**src/rtl/riscv_mem_arb.sv**
```systemverilog
// riscv_mem_arb: merges the MMU fetch port and load/store port onto one
// in-order external memory bus. An order FIFO remembers which port issued
// each bus request so responses are routed back (with the LS tag restored).
// Fetch responses that were in flight across a fetch flush/invalidate are
// dropped.
module riscv_mem_arb #(
  parameter int MAX_OUTSTANDING = 2
) (
  input  logic        clk,
  input  logic        rst_n,
  // fetch port
  input  logic        mem_if_rd,
  input  logic [31:0] mem_if_pc,
  input  logic        mem_if_flush,
  input  logic        mem_if_inval,
  output logic        mem_if_accept,
  output logic        mem_if_valid,
  output logic        mem_if_error,
  output logic [31:0] mem_if_inst,
  // load/store port
  input  logic [31:0] mem_ls_addr,
  input  logic [31:0] mem_ls_wdata,
  input  logic        mem_ls_rd,
  input  logic [3:0]  mem_ls_wr,
  input  logic        mem_ls_cacheable,
  input  logic [10:0] mem_ls_req_tag,
  input  logic        mem_ls_inval,
  input  logic        mem_ls_wb,
  input  logic        mem_ls_flush,
  output logic        mem_ls_accept,
  output logic        mem_ls_ack,
  output logic        mem_ls_error,
  output logic [31:0] mem_ls_rdata,
  output logic [10:0] mem_ls_resp_tag,
  // external bus
  output logic        bus_req,
  output logic [31:0] bus_addr,
  output logic [31:0] bus_wdata,
  output logic [3:0]  bus_we,
  output logic        bus_cacheable,
  input  logic        bus_accept,
  input  logic        bus_resp_valid,
  input  logic        bus_resp_error,
  input  logic [31:0] bus_rdata,
  // sticky: a bus response arrived with nothing outstanding
  output logic        o_dbg_unexp_resp
);

  localparam int PW = (MAX_OUTSTANDING > 1) ? $clog2(MAX_OUTSTANDING) : 1;
  localparam int CW = $clog2(MAX_OUTSTANDING) + 1;
  localparam logic [CW-1:0] DEPTH_C  = CW'(MAX_OUTSTANDING);
  localparam logic [PW-1:0] LAST_PTR = PW'(MAX_OUTSTANDING - 1);
  localparam logic SRC_IF = 1'b0;
  localparam logic SRC_LS = 1'b1;

  // Pointer advance with explicit wrap so non-power-of-two widths stay safe.
  function automatic logic [PW-1:0] ptr_inc(input logic [PW-1:0] p);
    return (p == LAST_PTR) ? PW'(0) : p + PW'(1);
  endfunction

  // order FIFO storage
  logic          r_fifo_src  [MAX_OUTSTANDING];
  logic          r_fifo_disc [MAX_OUTSTANDING];
  logic [10:0]   r_fifo_tag  [MAX_OUTSTANDING];
  logic [PW-1:0] r_wr_ptr, r_rd_ptr;
  logic [CW-1:0] r_count;

  // arbitration / lock state
  logic        r_last_grant;
  logic        r_lock;
  logic        r_lock_ls;
  logic        r_lock_disc;
  logic [31:0] r_lk_addr, r_lk_wdata;
  logic [3:0]  r_lk_we;
  logic        r_lk_cache;
  logic [10:0] r_lk_tag;

  // response registers
  logic        r_if_valid, r_if_error, r_ls_ack, r_ls_error, r_unexp;
  logic [31:0] r_if_inst, r_ls_rdata;
  logic [10:0] r_ls_tag;

  logic        w_if_req, w_ls_req, w_ls_maint, w_if_flush;
  logic        w_slot_free, w_grant, w_sel_ls;
  logic        w_push, w_pop, w_maint_acc, w_push_disc;
  logic [31:0] w_req_addr, w_req_wdata;
  logic [3:0]  w_req_we;
  logic        w_req_cache;
  logic [10:0] w_req_tag;
  logic        w_head_src, w_head_disc;
  logic [10:0] w_head_tag;

  assign w_if_req    = mem_if_rd;
  assign w_ls_req    = mem_ls_rd | (|mem_ls_wr);
  assign w_ls_maint  = (mem_ls_inval | mem_ls_wb | mem_ls_flush) & ~w_ls_req;
  assign w_if_flush  = mem_if_flush | mem_if_inval;
  assign w_slot_free = (r_count < DEPTH_C) & ~r_lock;

  // Grant selection: a locked request keeps the bus, otherwise round-robin on ties.
  always_comb begin
    w_grant  = 1'b0;
    w_sel_ls = SRC_IF;
    if (r_lock) begin
      w_grant  = 1'b1;
      w_sel_ls = r_lock_ls;
    end else if (w_slot_free) begin
      if (w_if_req && w_ls_req) begin
        w_grant  = 1'b1;
        w_sel_ls = ~r_last_grant;
      end else if (w_ls_req) begin
        w_grant  = 1'b1;
        w_sel_ls = SRC_LS;
      end else if (w_if_req) begin
        w_grant  = 1'b1;
        w_sel_ls = SRC_IF;
      end else begin
        w_grant  = 1'b0;
        w_sel_ls = SRC_IF;
      end
    end else begin
      w_grant  = 1'b0;
      w_sel_ls = SRC_IF;
    end
  end

  // Request mux: live source fields, or the captured copy while locked.
  always_comb begin
    w_req_addr  = 32'h0000_0000;
    w_req_wdata = 32'h0000_0000;
    w_req_we    = 4'h0;
    w_req_cache = 1'b0;
    w_req_tag   = 11'h000;
    if (!w_grant) begin
      w_req_addr  = 32'h0000_0000;
    end else if (r_lock) begin
      w_req_addr  = r_lk_addr;
      w_req_wdata = r_lk_wdata;
      w_req_we    = r_lk_we;
      w_req_cache = r_lk_cache;
      w_req_tag   = r_lk_tag;
    end else if (w_sel_ls == SRC_LS) begin
      w_req_addr  = mem_ls_addr;
      w_req_wdata = mem_ls_wdata;
      w_req_we    = mem_ls_wr;
      w_req_cache = mem_ls_cacheable;
      w_req_tag   = mem_ls_req_tag;
    end else begin
      w_req_addr  = mem_if_pc;
      w_req_cache = 1'b1;
    end
  end

  assign bus_req       = w_grant;
  assign bus_addr      = w_req_addr;
  assign bus_wdata     = w_req_wdata;
  assign bus_we        = w_req_we;
  assign bus_cacheable = w_req_cache;

  // Maintenance ops never touch the bus; they wait for a quiet, empty pipe.
  assign w_maint_acc   = w_ls_maint & (r_count == CW'(0)) & ~r_lock;
  assign mem_if_accept = w_grant & (w_sel_ls == SRC_IF) & bus_accept;
  assign mem_ls_accept = (w_grant & (w_sel_ls == SRC_LS) & bus_accept) | w_maint_acc;

  assign w_push      = w_grant & bus_accept;
  assign w_pop       = bus_resp_valid & (r_count != CW'(0));
  // A fetch held locked across a flush belongs to the old stream.
  assign w_push_disc = (w_sel_ls == SRC_IF) & r_lock & r_lock_disc;

  assign w_head_src  = r_fifo_src[r_rd_ptr];
  assign w_head_disc = r_fifo_disc[r_rd_ptr] | w_if_flush;
  assign w_head_tag  = r_fifo_tag[r_rd_ptr];

  // Lock tracking: capture the request while unlocked, hold it while stalled.
  always_ff @(posedge clk or negedge rst_n) begin
    if (!rst_n) begin
      r_lock      <= 1'b0;
      r_lock_ls   <= SRC_IF;
      r_lock_disc <= 1'b0;
      r_lk_addr   <= 32'h0000_0000;
      r_lk_wdata  <= 32'h0000_0000;
      r_lk_we     <= 4'h0;
      r_lk_cache  <= 1'b0;
      r_lk_tag    <= 11'h000;
    end else begin
      r_lock      <= w_grant & ~bus_accept;
      r_lock_disc <= w_grant & ~bus_accept & (w_sel_ls == SRC_IF) & r_lock &
                     (r_lock_disc | w_if_flush);
      if (!r_lock) begin
        r_lock_ls  <= w_sel_ls;
        r_lk_addr  <= w_req_addr;
        r_lk_wdata <= w_req_wdata;
        r_lk_we    <= w_req_we;
        r_lk_cache <= w_req_cache;
        r_lk_tag   <= w_req_tag;
      end
    end
  end

  // Round-robin history: remember which source last reached the bus.
  always_ff @(posedge clk or negedge rst_n) begin
    if (!rst_n) begin
      r_last_grant <= SRC_IF;
    end else if (w_push) begin
      r_last_grant <= w_sel_ls;
    end
  end

  // Order FIFO entries: flush marks pre-edge fetch entries, push writes the tail.
  always_ff @(posedge clk or negedge rst_n) begin
    if (!rst_n) begin
      for (int i = 0; i < MAX_OUTSTANDING; i++) begin
        r_fifo_src[i]  <= SRC_IF;
        r_fifo_disc[i] <= 1'b0;
        r_fifo_tag[i]  <= 11'h000;
      end
    end else begin
      if (w_if_flush) begin
        for (int i = 0; i < MAX_OUTSTANDING; i++) begin
          if (r_fifo_src[i] == SRC_IF) begin
            r_fifo_disc[i] <= 1'b1;
          end
        end
      end
      if (w_push) begin
        r_fifo_src[r_wr_ptr]  <= w_sel_ls;
        r_fifo_disc[r_wr_ptr] <= w_push_disc;
        r_fifo_tag[r_wr_ptr]  <= (w_sel_ls == SRC_LS) ? w_req_tag : 11'h000;
      end
    end
  end

  // Order FIFO pointers and occupancy.
  always_ff @(posedge clk or negedge rst_n) begin
    if (!rst_n) begin
      r_wr_ptr <= PW'(0);
      r_rd_ptr <= PW'(0);
      r_count  <= CW'(0);
    end else begin
      if (w_push) begin
        r_wr_ptr <= ptr_inc(r_wr_ptr);
      end
      if (w_pop) begin
        r_rd_ptr <= ptr_inc(r_rd_ptr);
      end
      case ({w_push, w_pop})
        2'b10:   r_count <= r_count + CW'(1);
        2'b01:   r_count <= r_count - CW'(1);
        default: r_count <= r_count;
      endcase
    end
  end

  // Response routing: one-cycle pulses to the port named by the FIFO head.
  always_ff @(posedge clk or negedge rst_n) begin
    if (!rst_n) begin
      r_if_valid <= 1'b0;
      r_if_error <= 1'b0;
      r_if_inst  <= 32'h0000_0000;
      r_ls_ack   <= 1'b0;
      r_ls_error <= 1'b0;
      r_ls_rdata <= 32'h0000_0000;
      r_ls_tag   <= 11'h000;
      r_unexp    <= 1'b0;
    end else begin
      r_if_valid <= 1'b0;
      r_ls_ack   <= 1'b0;
      if (bus_resp_valid && (r_count == CW'(0))) begin
        r_unexp <= 1'b1;
      end
      if (w_pop) begin
        if (w_head_src == SRC_LS) begin
          r_ls_ack   <= 1'b1;
          r_ls_tag   <= w_head_tag;
          r_ls_rdata <= bus_rdata;
          r_ls_error <= bus_resp_error;
        end else if (!w_head_disc) begin
          r_if_valid <= 1'b1;
          r_if_inst  <= bus_rdata;
          r_if_error <= bus_resp_error;
        end
      end else if (w_maint_acc) begin
        r_ls_ack   <= 1'b1;
        r_ls_tag   <= mem_ls_req_tag;
        r_ls_rdata <= 32'h0000_0000;
        r_ls_error <= 1'b0;
      end
    end
  end

  assign mem_if_valid     = r_if_valid;
  assign mem_if_error     = r_if_error;
  assign mem_if_inst      = r_if_inst;
  assign mem_ls_ack       = r_ls_ack;
  assign mem_ls_error     = r_ls_error;
  assign mem_ls_rdata     = r_ls_rdata;
  assign mem_ls_resp_tag  = r_ls_tag;
  assign o_dbg_unexp_resp = r_unexp;

endmodule

```
**config.mk**
```make
export PLATFORM = sky130hd
export DESIGN_NAME = riscv_mem_arb
export DESIGN_NICKNAME = d
export VERILOG_FILES = /design/src/rtl/riscv_mem_arb.sv
export SDC_FILE = /design/constraint.sdc
export NUM_CORES = 1
export LEC_CHECK = 0
export CORE_MARGIN = 4
export CORE_UTILIZATION = 40
export CTS_CLUSTER_DIAMETER = 120
export CTS_CLUSTER_SIZE = 24
export DETAILED_ROUTE_END_ITERATION = 6
export HOLD_SLACK_MARGIN = 0.1
export PLACE_DENSITY = 0.78
export SLEW_MARGIN = 5
export SYNTH_ARGS = -nofsm -noshare
export SYNTH_HDL_FRONTEND = slang
export SYNTH_SLANG_ARGS = --single-unit
```
**constraint.sdc**
```tcl
create_clock -name clk -period 5.05 [get_ports clk]
set_input_delay 0.505 -clock clk [delete_from_list [all_inputs] [get_ports clk]]
set_output_delay 0.505 -clock clk [all_outputs]
set_load 0.01 [all_outputs]
```
==> results of run 1 <==
## cells in the mapped netlist, drive strengths merged, types with 3 or more instances
master / instances
mux2i: 48
buf: 34
inv: 39
nand2: 140
dfrtp: 194
nor3: 3
nor2: 12
mux2: 68
o221ai: 32
a22o: 94
clkbuf: 17
o21ai: 14
xnor2: 4
## flip-flops by register name, summed over array words and instances (netlist names), 4 cells and up
| register | cells |
|---|---|
| mem_ls_rdata | 32 |
| r_fifo_tag | 22 |
| r_lk_wdata | 32 |
| r_lk_tag | 11 |
| mem_if_inst | 32 |
| r_lk_addr | 32 |
| mem_ls_resp_tag | 11 |
| r_lk_we | 4 |
## stage by stage
stage                     area [µm²]  cells  setup slack (ns)
after floorplan                 8840    723              2.86
after global placement         12000   1267              1.29
after detailed placement       12000   1267              1.24
after CTS                      12600   1299              1.13
after global routing           12600   1299             0.972
final                          12600   1300              1.20
## worst max-delay path by stage
stage                    from             to  slack (ns)  depth (start not counted)
finish                 r_lock  bus_wdata[31]        1.20                          5
detailed placement  mem_if_rd  bus_wdata[31]        1.24                          6
floorplan           mem_if_rd    bus_addr[0]        2.86                          7
CTS                    r_lock  bus_wdata[31]        1.13                          5
global placement    mem_if_rd  bus_wdata[31]        1.29                          6
global route           r_lock  bus_wdata[31]        0.97                          5
## power by group through the flow
stage	clock network, mW	logic (mW)	registers, mW
final	1.41	3.21	2.53
after global routing	1.52	3.47	2.60
after CTS	1.45	3.26	2.53
after detailed placement	0	3.24	2.55
after global placement	0	3.19	2.53
after floorplan	0	1.83	2.54
## cell usage in the layout (no fill, tap or decap), types with 2 or more instances in the layout
cell type        count
clkdlybuf4s50_1    306
dfrtp_1            193
nand2_1            140
a22o_1              94
mux2_2              53
mux2i_1             48
inv_1               38
o221ai_2            26
clkbuf_16           17
mux2_1              15
o21ai_0             12
nor2_1               9
buf_4                8
o221ai_1             6
xnor2_1              4
inv_6                4
inv_8                4
clkinv_8             3
or3_1                2
and2_1               2
nor2_4               2
nor3_1               2
o221a_2              2
bufinv_16            2
## layer usage
metal | track usage, % | wire (µm)
met5 | 0 | 0
met4 | 5.91 | 466
met3 | 5.64 | 1610
met2 | 31.5 | 11600
met1 | 23.3 | 9710
## cell type report
class                      count  area share (%)
sequential                   194            38.5
multi-input combinational    438            27.6
tap                          280            2.78
antenna                        1          0.0199
timing repair buffer         315            24.9
inverter                      40            1.29
clock inverter                15            1.54
clock buffer                  17            3.38
## worst max-delay path, delay by kind of cell, from the launching register on
| kind | cells | cell delay [ns] |
|---|---|---|
| buffers and inverters | 2 | 1.23 |
| AOI/OAI and AO/OA | 3 | 0.99 |
| DFF | 1 | 0.66 |
## kinds of logic (layout without fill, tap and decap cells)
family,after synthesis,in the layout
AO/OA/AOI/OAI,150,150
flip-flops,194,194
AND/OR/NAND/NOR,166,166
adder cells (fa/ha/maj),1,1
buffers and inverters,91,387
XOR/XNOR,5,5
multiplexers,116,116
other,0,1
==> impl_metrics.py, run 1 <==
metrics = {
    "synthesis": {
        "synth_top_area_cell": "dfrtp_1",
        "yosysSeqAreaShare_pct": 54.9,
        "ys.flop_type": "dfrtp_1",
        "synth_fp_nets": 880,
        "synth_edf_count": 0,
        "synth_area_um2": 8840,
        "async_flop_share_pct": 100,
        "syn_avg_cell_area_um2": 12.2,
        "synth_top_family_by_area": "compound AO/OA/AOI/OAI gates",
        "synth_adder_area_share_pct": 0.142,
        "synth_simple_gate_area_share_pct": 7.93,
        "syn_inst": 723,
        "ys_warn_count": 0,
        "synthTopCellsByArea": "dfrtp_1, a22o_1, mux2_2",
        "yosys_register_bits": 194,
        "muxShareOfSynthArea_pct": 14.1,
        "synth.distinct_cells": 45,
        "synth_compound_area_share_pct": 16.5,
        "synth-xor-area-share_pct": 0.496,
        "synth_top_area_share_pct": 54.9,
    },
    "route": {
        "wl_um": 23400,
        "vias_per_cell": 5.12,
        "first_pass_iters": 4,
        "wl_per_cell_um": 18.0,
        "ant_nets": 0,
        "remaining_drc_errors": 0,
        "vias": 6653,
        "drt_iter0_drc": 297,
    },
    "power_and_ir_drop": {
        "p_int_mw": 4.64,
        "sequentialPowerShare_pct": 35.3,
        "power_mw": 7.15,
        "powerDensity_nw_per_um2": 567,
        "pwr-share-comb_pct": 44.9,
        "swShare_pct": 35.0,
        "leakagePower_nw": 5.87,
        "peakVddDrop_mv": 0.311,
        "p_switching_mw": 2.50,
        "clock_power_share_pct": 19.8,
    },
    "flow_run": {
        "drv_cap": 0,
    },
    "clocking": {
        "htreeDepth": 4,
        "numCtsBuffers": 17,
        "cts_tree": "done",
        "post-cts-setup-buffer-count": 0,
        "cts.sinks": 194,
        "hold_buffers": 0,
        "cts_resized": 0,
        "clk_pin_slew_ns": 0.08,
        "cts_buffer_depth": 2,
        "insertion_delay_ns": 0.42,
        "clockRootBuffer": "clkbuf_16",
    },
    "timing": {
        "rsz0062_at_grt": "no",
        "final.period_utilization_pct": 76.2,
        "tightest_slew_ns": 1.03,
        "fin_skew_ns": 0.0121,
        "hold_slack_ns": 0.154,
        "slew_headroom_pct": 31.1,
        "min_period_ns": 3.85,
        "drv_slew": 0,
        "max_freq_mhz": 260,
        "finalSetupTns_ns": 0,
        "setup_violations": 0,
        "final-hold-violation-count": 0,
    },
    "hold_path": {
        "hold_class": "in2async",
    },
    "critical_path": {
        "arrival_ns": 3.34,
        "worst_setup_path_end_kind": "output pin",
        "path_cells": "a211oi_4 -> a21boi_4 -> buf_4 -> a22o_1 -> clkdlybuf4s50_1",
        "reg2reg_from": "r_count[1]",
        "reg2reg_depth": 5,
        "max_stage_delay_ns": 0.66,
        "worstPathRequired_ns": 4.55,
        "critPathLaunchType": "flop",
        "critPathKind": "reg2out",
        "reg2reg_slack_ns": 1.94,
        "slowest_stage": "dfrtp_4",
        "reg2reg_to": "mem_if_error",
        "cp_max_fo": 86,
    },
    "placement": {
        "routabilityCongestion": 0.868,
        "hpwl_um": 16800,
        "io_buffers": 307,
    },
    "grt": {
        "overflow": 0,
        "grt_pass1_wl_um": 36800,
        "grt_pass1_vias": 6925,
        "grt_usage_pct": 18.7,
        "grt_max_degree": 101,
        "antenna_found_initial": 0,
    },
    "floorplanning": {
        "dieHeight_um": 157,
        "ios": 308,
        "dieWidth_um": 157,
        "initial_utilization_pct": 40.6,
        "core_area_um2": 21800,
        "core.rowCount": 54,
        "die_area_um2": 24500,
    },
    "cells_and_area": {
        "num-fill-cells": 1834,
        "drive_above_1_share_pct": 13.9,
        "nets": 1163,
        "seq_area_um2": 4860,
        "utilization_pct": 57.9,
        "multi_input_area_um2": 3470,
        "area_growth_pct": 42.7,
    },
    "status": {
        "status": "finished, final reports clean",
    },
}
(Power assumes the default switching activity.)
==> inputs of run 2 (changes only) <==
==> constraint.sdc (replaced) <==
create_clock -name clk -period 4 [get_ports clk]
set_input_delay 0.4 -clock clk [delete_from_list [all_inputs] [get_ports clk]]
set_output_delay 0.4 -clock clk [all_outputs]
set_load 0.01 [all_outputs]
==> run 2 against run 1 <==
- sequential power grew 24%
- sequential cell count is the same
- global-route usage grew 0.71 points
- highest routed layer unchanged
==> impl_metrics.py, run 2 (synthesized netlist as in run 1, its figures left out) <==
metrics = {
    "timing": {
        "slew_headroom_pct": 35.2,
        "setup_violations": 0,
        "rsz0062_at_grt": "no",
        "tightest_slew_ns": 0.971,
        "drv_slew": 0,
        "final-hold-violation-count": 0,
        "finalSetupTns_ns": 0,
        "final.period_utilization_pct": 83.3,
        "fin_skew_ns": 0.0138,
        "max_freq_mhz": 300,
        "min_period_ns": 3.33,
        "hold_slack_ns": 0.466,
    },
    "clocking": {
        "clk_pin_slew_ns": 0.07,
        "insertion_delay_ns": 0.43,
        "cts_tree": "done",
        "cts.sinks": 194,
        "cts_buffer_depth": 2,
        "htreeDepth": 4,
        "clockRootBuffer": "clkbuf_16",
        "cts_resized": 0,
        "numCtsBuffers": 17,
    },
    "critical_path": {
        "crit_path_frequent_cell": "clkdlybuf4s50_1",
        "critPathLaunchType": "primary input",
        "worstPathRequired_ns": 3.60,
        "crit_family": "buffers and inverters",
        "slowest_stage": "o31a_2",
        "crit_buf_inv": 2,
        "path_cells": "clkdlybuf4s50_1 -> or3_1 -> o31a_2 -> o221ai_1 -> nand2_1 -> clkdlybuf4s50_1",
        "arrival_ns": 2.93,
        "cp_max_fo": 32,
        "worst_setup_path_end_kind": "output pin",
        "max_stage_delay_ns": 0.74,
        "critPathKind": "in2out",
    },
    "cells_and_area": {
        "multi_input_area_um2": 3470,
        "seq_area_um2": 4860,
        "most-common-layout-cells": "clkdlybuf4s50_1, dfrtp_1, nand2_1, a22o_1, mux2_2",
        "utilization_pct": 58.4,
        "drive_above_1_share_pct": 14.3,
        "final_area_um2": 12700,
        "num-fill-cells": 1788,
        "nets": 1168,
        "area_growth_pct": 43.7,
        "final_common_cell": "clkdlybuf4s50_1",
    },
    "floorplanning": {
        "dieHeight_um": 157,
        "core.rowCount": 54,
        "ios": 308,
        "core_area_um2": 21800,
        "dieWidth_um": 157,
        "initial_utilization_pct": 40.6,
        "die_area_um2": 24500,
    },
    "placement": {
        "routabilityCongestion": 0.846,
        "io_buffers": 307,
        "placed_area_um2": 12100,
        "hpwl_um": 17200,
    },
    "grt": {
        "overflow": 0,
        "grt_pass1_wl_um": 37600,
        "grt_usage_pct": 19.4,
        "grt_max_degree": 109,
        "grt_pass1_vias": 7124,
        "antenna_found_initial": 0,
    },
    "route": {
        "remaining_drc_errors": 0,
        "ant_nets": 0,
        "drt_iter0_drc": 327,
        "vias_per_cell": 5.18,
        "wl_per_cell_um": 18.4,
        "first_pass_iters": 4,
        "wl_um": 24000,
        "vias": 6756,
    },
    "power_and_ir_drop": {
        "peakVddDrop_mv": 0.337,
        "leakagePower_nw": 5.91,
        "power_mw": 9.13,
        "powerDensity_nw_per_um2": 719,
    },
    "hold_path": {
        "hold_class": "reg2reg",
    },
    "status": {
        "status": "finished, final reports clean",
    },
    "flow_run": {
        "drv_cap": 0,
    },
}
[run 2: path summary, 6_finish.rpt]
kind | startpoint | to | slack [ns] | cells after the start
worst max-delay path | mem_ls_wr[2] | bus_addr[21] | 0.67 | 6
worst min-delay path | r_lock_ls | r_lock_disc | 0.47 | 1
worst max register to register | r_count[1] | mem_if_inst[22] | 1.17 | 5
worst min register to register | r_lock_ls | r_lock_disc | 0.47 | 1
max in group asynchronous | rst_n | r_lk_wdata[9] | 2.40 | 3
min in group asynchronous | rst_n | r_lk_addr[10] | 0.60 | 2
[run 2: metal layers]
metal / vias to the layer above / part of all wire [%] / global-route usage (%)
met1: 3318 / 40 / 23.3
li1: 3160 / - / -
met2: 234 / 49 / 32.5
met5: - / 0 / 0
met3: 44 / 7.6 / 6.17
met4: 0 / 3.2 / 7.98
[run 2: final cells by class]
cell class	instances	area share, %
sequential	194	38.3
multi-input combinational	438	27.4
timing repair buffer	320	25.3
clock buffer	17	3.35
tap	280	2.76
clock inverter	15	1.66
inverter	40	1.28
antenna	1	0.0197
[run 2: timing repair]
action | CTS | global route
hold endpoints to repair | 0 | 5
buffers inserted | 0 | 0
hold buffers | 0 | 1
[run 2: power by group]
part / switching (mW) / internal, mW / total [mW] / leakage (nW)
logic: 1.96 / 2.21 / 4.16 / 3.10
registers: 0.406 / 2.73 / 3.14 / 2.51
clock network: 0.855 / 0.972 / 1.83 / 0.308
[run 2: through the flow]
step,setup slack [ns],instances
4_1_cts,0.598,1303
6_report,0.669,1305
3_5_place_dp,0.677,1271
5_1_grt,0.487,1304
2_1_floorplan,1.92,723
3_3_place_gp,0.680,1271
==> inputs of run 3 (changes only) <==
--- a/config.mk
+++ b/config.mk
@@ -11,7 +11,7 @@
 export CTS_CLUSTER_SIZE = 24
 export DETAILED_ROUTE_END_ITERATION = 6
 export HOLD_SLACK_MARGIN = 0.1
-export PLACE_DENSITY = 0.78
+export PLACE_DENSITY = 0.81
 export SLEW_MARGIN = 5
 export SYNTH_ARGS = -nofsm -noshare
 export SYNTH_HDL_FRONTEND = slang
==> constraint.sdc (replaced) <==
create_clock -name clk -period 2.84 [get_ports clk]
set_input_delay 0.284 -clock clk [delete_from_list [all_inputs] [get_ports clk]]
set_output_delay 0.284 -clock clk [all_outputs]
set_load 0.01 [all_outputs]
==> run 3 against run 2 <==
- via count barely moved
- largest cell class unchanged
- design area is 1.2% higher
- clock power up 28%
- hold slack worse by 0.19 ns
- final cell count increased by 1.4%
- sequential power rose by 40%
- setup slack lost 0.62 ns
- combinational power is 46% higher
- global-route usage fell by 0.27 points
- critical path type is now reg2out
- critical endpoint is now bus_addr[25]
- sequential share of layout area shrank 0.47 points
==> impl_metrics.py, run 3 (synthesized netlist as in run 1, its figures left out) <==
metrics = {
    "timing": {
        "rsz0062_at_grt": "yes",
        "finalSetupTns_ns": 0,
        "hold_slack_ns": 0.273,
        "final.period_utilization_pct": 98.3,
        "setup_violations": 0,
        "final-hold-violation-count": 0,
        "slew_headroom_pct": 54.3,
        "min_period_ns": 2.79,
        "max_freq_mhz": 358,
        "fin_skew_ns": 0.0114,
        "tightest_slew_ns": 0.686,
        "drv_slew": 0,
    },
    "grt": {
        "grt_usage_pct": 19.2,
        "antenna_found_initial": 0,
        "overflow": 0,
        "grt_pass1_wl_um": 37500,
        "grt_pass1_vias": 7118,
        "grt_max_degree": 95,
    },
    "clocking": {
        "cts_buffer_depth": 2,
        "cts_tree": "done",
        "insertion_delay_ns": 0.42,
        "cts.sinks": 194,
        "numCtsBuffers": 17,
        "clk_pin_slew_ns": 0.07,
        "clockRootBuffer": "clkbuf_16",
        "htreeDepth": 4,
    },
    "critical_path": {
        "critPathKind": "reg2out",
        "reg2reg_depth": 7,
        "reg2reg_from": "r_lock",
        "worst_setup_path_end_kind": "output pin",
        "worstPathRequired_ns": 2.56,
        "arrival_ns": 2.51,
        "critPathLaunchType": "flop",
        "reg2reg_to": "r_fifo_tag[11]",
        "cp_max_fo": 18,
        "reg2reg_slack_ns": 0.77,
    },
    "power_and_ir_drop": {
        "p_switching_mw": 4.54,
        "pwr-share-comb_pct": 47.3,
        "leakagePower_nw": 6.11,
        "peakVddDrop_mv": 0.556,
        "p_int_mw": 8.30,
        "sequentialPowerShare_pct": 34.4,
        "clock_power_share_pct": 18.3,
        "swShare_pct": 35.4,
        "powerDensity_nw_per_um2": 999,
    },
    "route": {
        "vias": 6759,
        "first_pass_iters": 4,
        "vias_per_cell": 5.11,
        "wl_um": 24300,
        "wl_per_cell_um": 18.3,
        "drt_iter0_drc": 337,
        "remaining_drc_errors": 0,
        "ant_nets": 0,
    },
    "hold_path": {
        "hold_class": "in2reg",
        "hold_end": "r_lk_we[2]",
        "hold_start": "mem_ls_wr[2]",
        "min_path_cells": 2,
    },
    "placement": {
        "placed_area_um2": 12200,
        "routabilityCongestion": 0.850,
        "io_buffers": 307,
        "hpwl_um": 17300,
    },
    "cells_and_area": {
        "drive_above_1_share_pct": 16.3,
        "nets": 1187,
        "final_common_cell": "clkdlybuf4s50_1",
        "final_area_um2": 12900,
        "area_growth_pct": 45.5,
        "num-fill-cells": 1786,
        "utilization_pct": 59.1,
        "antenna_cells": 0,
        "most-common-layout-cells": "clkdlybuf4s50_1, dfrtp_1, nand2_1, a22o_1, mux2_2",
    },
    "status": {
        "status": "finished, final reports clean",
    },
    "floorplanning": {
        "dieWidth_um": 157,
        "initial_utilization_pct": 40.6,
        "die_area_um2": 24500,
        "dieHeight_um": 157,
        "ios": 308,
        "core_area_um2": 21800,
        "core.rowCount": 54,
    },
    "flow_run": {
        "drv_cap": 0,
    },
}
[run 3: changes by cell type in the layout (fill, tap and decap cells not counted), sizes merged, moves of 3 or more]
cell           delta
buf              +16
clkinv            +3
dlygate4sd2       +8
clkdlybuf4s50    -15
dlymetal6s2s      +7
[run 3: how the worst max path moves through the flow]
| stage | from | endpoint | slack, ns | cells past startpoint |
|---|---|---|---|---|
| 2_1_floorplan | r_count[1] | bus_addr[0] | 0.88 | 8 |
| 3_3_place_gp | mem_ls_wr[3] | bus_addr[21] | 0.11 | 7 |
| 3_5_place_dp | mem_ls_wr[3] | bus_addr[19] | 0.06 | 7 |
| 4_1_cts | r_lock | bus_wdata[13] | -0.03 | 5 |
| 5_1_grt | r_lock | mem_ls_accept | -0.05 | 6 |
| 6_report | r_lock | bus_addr[25] | 0.05 | 7 |
[run 3: final cells by class]
cell class	instances	area (µm²)	share of cell area, %
timing repair buffer	337	3390	26.3
clock inverter	15	149	1.16
multi-input combinational	438	3500	27.2
sequential	194	4860	37.8
timing repair inverter	2	20.0	0.156
clock buffer	17	425	3.31
tap	280	350	2.73
inverter	40	163	1.27
[run 3: metal layers]
layer	up-vias	part of all wire, %	global-route usage (%)
met5	-	0	0
met4	0	3.0	6.90
met3	45	6.1	5.53
met2	217	50	32.6
met1	3292	41	23.3
li1	3205	-	-
[run 3: power groups by stage]
stage / Sequential, mW / Clock, mW / Combinational, mW
global route: 4.54 / 2.54 / 6.56
global placement: 4.40 / 0 / 5.94
floorplan: 4.52 / 0 / 3.26
finish: 4.41 / 2.35 / 6.07
detailed placement: 4.45 / 0 / 6.03
CTS: 4.41 / 2.42 / 6.04
[run 3: what timing repair did]
item,CTS,global route
cloned,0,3
setup buffers,0,1
resized for setup,10,14
hold buffers,1,0
endpoints found under the hold margin,66,0
setup endpoints to repair,10,54
pin swaps,0,2
[run 3: metrics by stage]
stage | total power [mW] | setup WS, ns | instances
3_5_place_dp | 10.5 | 0.0641 | 1286
6_report | 12.8 | 0.0476 | 1323
2_1_floorplan | 7.78 | 0.879 | 723
3_3_place_gp | 10.3 | 0.110 | 1286
4_1_cts | 12.9 | -0.0261 | 1319
5_1_grt | 13.6 | -0.0452 | 1323
[run 3: critical path, cell delays in order (launching register included)]
cell             delay, ns
dfrtp_4               0.54
a211oi_4              0.19
a21boi_4              0.28
nor2_4                0.13
inv_8                 0.17
o221ai_2              0.13
nand2_1               0.07
clkdlybuf4s50_1       0.56
